--- src/rtl/key_event_ahb.sv ---
// rtl/key_event_ahb.sv - AHB-Lite keypad event FIFO with timestamps and level interrupt
module key_event_ahb #(
  parameter int FIFO_DEPTH = 8,
  parameter int TS_DIV     = 1000
) (
  input  logic        HCLK,
  input  logic        HRESETn,
  input  logic [3:0]  key_pulse,
  input  logic        HSEL,
  input  logic [11:0] HADDR,
  input  logic [1:0]  HTRANS,
  input  logic        HWRITE,
  input  logic [2:0]  HSIZE,
  input  logic [31:0] HWDATA,
  input  logic        HREADY,
  output logic        HREADYOUT,
  output logic        HRESP,
  output logic [31:0] HRDATA,
  output logic        key_irq
);

  localparam int AW = $clog2(FIFO_DEPTH);
  localparam int CW = AW + 1;
  localparam int PW = (TS_DIV > 1) ? $clog2(TS_DIV) : 1;

  logic [1:0]    dp_addr;
  logic          dp_write;
  logic          dp_valid;
  logic [PW-1:0] presc;
  logic [11:0]   ts;
  logic [15:0]   mem [FIFO_DEPTH];
  logic [AW-1:0] wr_ptr;
  logic [AW-1:0] rd_ptr;
  logic [CW-1:0] count;
  logic          ovf;
  logic [1:0]    ctrl;

  logic        rd_data, wr_data;
  logic        empty, full;
  logic        push_req, flush, ovf_clr;
  logic        do_push, do_pop, ovf_set;
  logic [15:0] head;
  logic        unused_ok;

  assign HREADYOUT = 1'b1;
  assign HRESP     = 1'b0;
  assign unused_ok = ^{HSIZE, HADDR[11:4], HADDR[1:0], HWDATA[31:2], HTRANS[0]};

  assign rd_data  = dp_valid & ~dp_write;
  assign wr_data  = dp_valid & dp_write;
  assign empty    = (count == '0);
  assign full     = (count == CW'(FIFO_DEPTH));
  assign head     = mem[rd_ptr];

  assign push_req = ctrl[0] & (key_pulse != 4'b0);
  assign flush    = wr_data & (dp_addr == 2'd3) & HWDATA[1];
  assign ovf_clr  = wr_data & (dp_addr == 2'd3) & HWDATA[0];
  assign do_pop   = rd_data & (dp_addr == 2'd0) & ~empty;
  // A pop on a full FIFO frees the slot the concurrent push lands in.
  assign do_push  = push_req & ~flush & (~full | do_pop);
  assign ovf_set  = push_req & ~flush & full & ~do_pop;

  always_ff @(posedge HCLK or negedge HRESETn) begin
    if (!HRESETn) begin
      dp_valid <= 1'b0;
      dp_write <= 1'b0;
      dp_addr  <= 2'd0;
    end else if (HREADY) begin
      dp_valid <= HSEL & HTRANS[1];
      dp_write <= HWRITE;
      dp_addr  <= HADDR[3:2];
    end
  end

  always_ff @(posedge HCLK or negedge HRESETn) begin
    if (!HRESETn) begin
      presc <= '0;
      ts    <= 12'd0;
    end else if (presc == PW'(TS_DIV - 1)) begin
      presc <= '0;
      ts    <= ts + 12'd1;
    end else begin
      presc <= presc + 1'b1;
    end
  end

  always_ff @(posedge HCLK) begin
    if (do_push) mem[wr_ptr] <= {ts, key_pulse};
  end

  always_ff @(posedge HCLK or negedge HRESETn) begin
    if (!HRESETn) begin
      wr_ptr <= '0;
      rd_ptr <= '0;
      count  <= '0;
    end else if (flush) begin
      wr_ptr <= '0;
      rd_ptr <= '0;
      count  <= '0;
    end else begin
      if (do_push) wr_ptr <= wr_ptr + 1'b1;
      if (do_pop)  rd_ptr <= rd_ptr + 1'b1;
      count <= count + CW'(do_push) - CW'(do_pop);
    end
  end

  always_ff @(posedge HCLK or negedge HRESETn) begin
    if (!HRESETn) begin
      ovf     <= 1'b0;
      ctrl    <= 2'b00;
      key_irq <= 1'b0;
    end else begin
      if (ovf_set)      ovf <= 1'b1;
      else if (ovf_clr) ovf <= 1'b0;
      if (wr_data && dp_addr == 2'd2) ctrl <= HWDATA[1:0];
      key_irq <= ctrl[1] & (~empty | ovf);
    end
  end

  always_comb begin
    HRDATA = 32'd0;
    if (rd_data) begin
      case (dp_addr)
        2'd0: if (!empty) HRDATA = {1'b1, 3'b000, head[15:4], 12'd0, head[3:0]};
        2'd1: HRDATA = {15'd0, ovf, 6'd0, full, empty, 3'd0, 5'(count)};
        2'd2: HRDATA = {30'd0, ctrl};
        default: HRDATA = 32'd0;
      endcase
    end
  end

endmodule

--- config.mk ---
export PLATFORM = sky130hd
export DESIGN_NAME = key_event_ahb
export DESIGN_NICKNAME = d
export VERILOG_FILES = /design/src/rtl/key_event_ahb.sv
export SDC_FILE = /design/constraint.sdc
export NUM_CORES = 1
export LEC_CHECK = 0
export ABC_AREA = 1
export CAP_MARGIN = 20
export CORE_AREA = 2 2 119 121
export DETAILED_ROUTE_END_ITERATION = 7
export DIE_AREA = 0 0 121 123
export HOLD_SLACK_MARGIN = 0.02
export PLACE_DENSITY = 0.82
export SYNTH_ARGS = -nofsm -noshare
export SYNTH_HDL_FRONTEND = slang
export SYNTH_SLANG_ARGS = --single-unit
--- constraint.sdc ---
create_clock -name HCLK -period 3.4 [get_ports HCLK]
set_input_delay 0.68 -clock HCLK [delete_from_list [all_inputs] [get_ports HCLK]]
set_output_delay 0.68 -clock HCLK [all_outputs]
set_load 0.01 [all_outputs]
==> results.py <==
metrics = {
    "grt": {
        "grt_use_met2_pct": 38.6,
        "overflow": 0,
        "grt_usage_pct": 22.8,
        "grt-busiest-layer": "met2",
        "met1_usage_pct": 26.7,
        "grt_pass1_wl_mm": 25.7,
        "grt_util_met3_pct": 5.63,
        "antenna_found_initial": 0,
        "grt_pass1_vias": 5296,
        "grt_max_degree": 66,
    },
    "cells_and_area": {
        "drive_gt1_share_pct": 10.1,
        "stdcell_count": 956,
        "syn_to_final_growth_pct": 14.5,
        "num_antenna_cells": 0,
        "final.fill_count": 967,
        "nets": 833,
    },
    "setup_path": {
        "start_kind": "register",
        "r2r-end": "count[2]",
        "cp_max_fo": 12,
        "reg2reg_slack_ns": 0.78,
        "crit_start": "count[2]",
        "cp_data_arrival_time_ns": 2.59,
        "r2r_cells": 11,
        "reg2reg_from": "count[2]",
        "path_class": "register to output port",
        "worst_ep_required_time_ns": 2.72,
        "end_kind": "output port",
    },
    "sta": {
        "fin_worst_skew_ns": 0.00926,
        "setup-tns-final_ns": 0,
        "tightest_slew_ns": 0.912,
        "fmax_ghz": 0.306,
        "timing.final.crit_period_ns": 3.27,
        "drv_slew": 0,
        "final-setup-viol-count": 0,
        "fin_crit_sh_pct": 96.2,
        "max_slew_margin_pct": 39.2,
        "whs_ns": 0.383,
        "rsz0062_at_grt": "no",
        "final_hold_viol_count": 0,
    },
    "cts": {
        "cts_tree": "yes",
        "cts_buffer_depth": 2,
        "cts_sinks": 168,
        "htree_levels": 4,
        "clockRootBuffer": "clkbuf_16",
        "clk_pin_slew_ns": 0.06,
        "tritoncts.num_buffers": 17,
        "clkLatencyLatePin_ns": 0.43,
        "cts_hold_buf": 0,
    },
    "floorplanning": {
        "die_y_um": 123,
        "initial_core_util_pct": 55.3,
        "num_rows": 43,
        "coreArea_sq_mm": 0.0136,
        "die_w_um": 121,
        "io_pins": 93,
        "die_area_sq_mm": 0.0149,
    },
    "synth": {
        "synthArstFlopShare_pct": 23.8,
        "ys.flop_type": "edfxtp_1",
        "syn_avg_cell_area_sq_um": 10.5,
        "yosysSeqAreaShare_pct": 64.4,
        "synth.most_common_cell": "edfxtp_1",
        "ys_seq_elements": 168,
        "ys.warnings.count": 0,
        "yosysTopAreaCell": "edfxtp_1",
        "synth_area_sq_mm": 0.00752,
        "syn_inst": 718,
        "synth_edf_count": 128,
        "synth.distinct_cells": 40,
        "yosys-top-cells-count": "edfxtp_1 (128), nor2_1 (110), nand2_1 (106)",
        "synth_top_area_share_pct": 51.1,
        "synthTopCellsByArea": "edfxtp_1 (51%), dfrtp_1 (13%), nor2_1 (5.5%)",
    },
    "detailed_routing": {
        "drt_iter0_drc": 475,
        "first_pass_iters": 5,
        "ant_nets": 0,
        "vias": 5373,
        "avgViaCountPerCell": 5.62,
        "drc": 0,
        "routed_wl_mm": 16.3,
        "post_drt_wl_per_cell_um": 17.0,
    },
    "placement": {
        "port_buffers": 33,
        "place_congestion": 0.941,
        "place_inst": 925,
        "hpwl_mm": 9.98,
    },
    "power": {
        "powerDensity_mw_per_mm2": 757,
        "ir_drop_mv": 0.363,
        "total_power_w": 0.00652,
        "p_leak_nw": 3.44,
    },
    "hold_path": {
        "min_path_type": "primary input to asynchronous set/reset pin",
    },
    "flow_run": {
        "maxCapViolations": 0,
    },
    "run_status": {
        "outcome": "complete, no violations",
    },
}
-- cell usage in the layout, fill, tap and decap left out, types with 4 or more instances in the layout --
cell type	Yosys	routed
nand4_1	5	5
dfrtp_1	40	40
ha_1	10	10
o21ai_1	15	15
inv_1	73	73
clkbuf_16	0	17
o22ai_1	11	11
xor2_1	7	7
buf_4	18	20
nor3_1	16	12
a21oi_1	11	11
nor3_2	0	4
nand3_1	45	45
nand2_1	106	106
o21ai_0	67	67
clkdlybuf4s50_1	0	32
inv_6	0	4
edfxtp_1	128	128
nor2_1	110	110
clkinvlp_4	0	5
conb_1	2	15
-- worst max-delay path by stage --
stage                            end  slack, ns  cells past startpoint
after global routing      HRDATA[17]       0.02                      8
final                     HRDATA[17]       0.13                      8
after detailed placement    count[2]       0.28                     12
after CTS                 HRDATA[17]       0.08                      8
after floorplan            mem[7][0]       0.71                      6
after global placement      count[2]       0.32                     12
-- per-layer routing --
metal  vias up  wire length [um]  share of wire [%]
met1      2543              6050                 37
met4         0               481                3.0
li1       2473                 -                  -
met3        50              1440                8.8
met2       307              8300                 51
met5         -                 0                  0
-- logic make-up (layout without fill, tap and decap cells) --
kind of cell | count (synthesis) | count (layout) | share of synthesized area (%)
AO/OA/AOI/OAI | 109 | 109 | 7.62
XOR/XNOR | 9 | 9 | 1.15
adder cells (fa/ha/maj) | 11 | 11 | 1.93
buffers and inverters | 121 | 166 | 7.53
flip-flops | 168 | 168 | 64.4
multiplexers | 1 | 1 | 0.150
other | 2 | 15 | 0.0998
AND/OR/NAND/NOR | 297 | 297 | 17.1
-- sequential cells by signal, indices dropped and copies added, names as in the netlist --
register	flops
ovf	1
ctrl	2
rd_ptr	3
ts	12
key_irq	1
dp_addr	2
mem	128
dp_valid	1
wr_ptr	3
count	4
dp_write	1
presc	10
-- what timing repair did --
action,in CTS,in global routing
hold endpoints to repair,0,0
endpoints found under the setup margin,0,12
buffers inserted,0,0
resized for setup,0,4
-- power breakdown --
part	internal [W]	switching [W]
Clock	0.00100	0.000792
Combinational	0.000644	0.00139
Sequential	0.00256	0.000131
Total	0.00421	0.00231
-- worst max-delay path: stages (launching register included) --
cell	delay, ns
dfrtp_1	0.35
inv_1	0.08
ha_1	0.21
nand3_1	0.19
nand3_4	0.17
clkinv_2	0.24
o21ai_0	0.16
nor2_1	0.19
clkdlybuf4s50_1	0.57
-- final cells by class --
type | instances | area, sq um | share of cell area, %
timing repair buffer | 55 | 507 | 5.88
tap | 180 | 225 | 2.61
multi-input combinational | 442 | 2180 | 25.3
sequential | 168 | 4840 | 56.2
clock inverter | 14 | 124 | 1.44
inverter | 80 | 305 | 3.54
clock buffer | 17 | 425 | 4.94
-- stage by stage --
stage	area [sq um]	setup WS, ns	util (%)
after floorplan	7570	0.713	-
after global placement	8060	0.320	59.2
after detailed placement	8060	0.279	59.2
after CTS	8610	0.0815	63.2
after global routing	8610	0.0180	63.3
final	8610	0.130	63.3
Note: power is estimated with default switching activity, not from simulation.
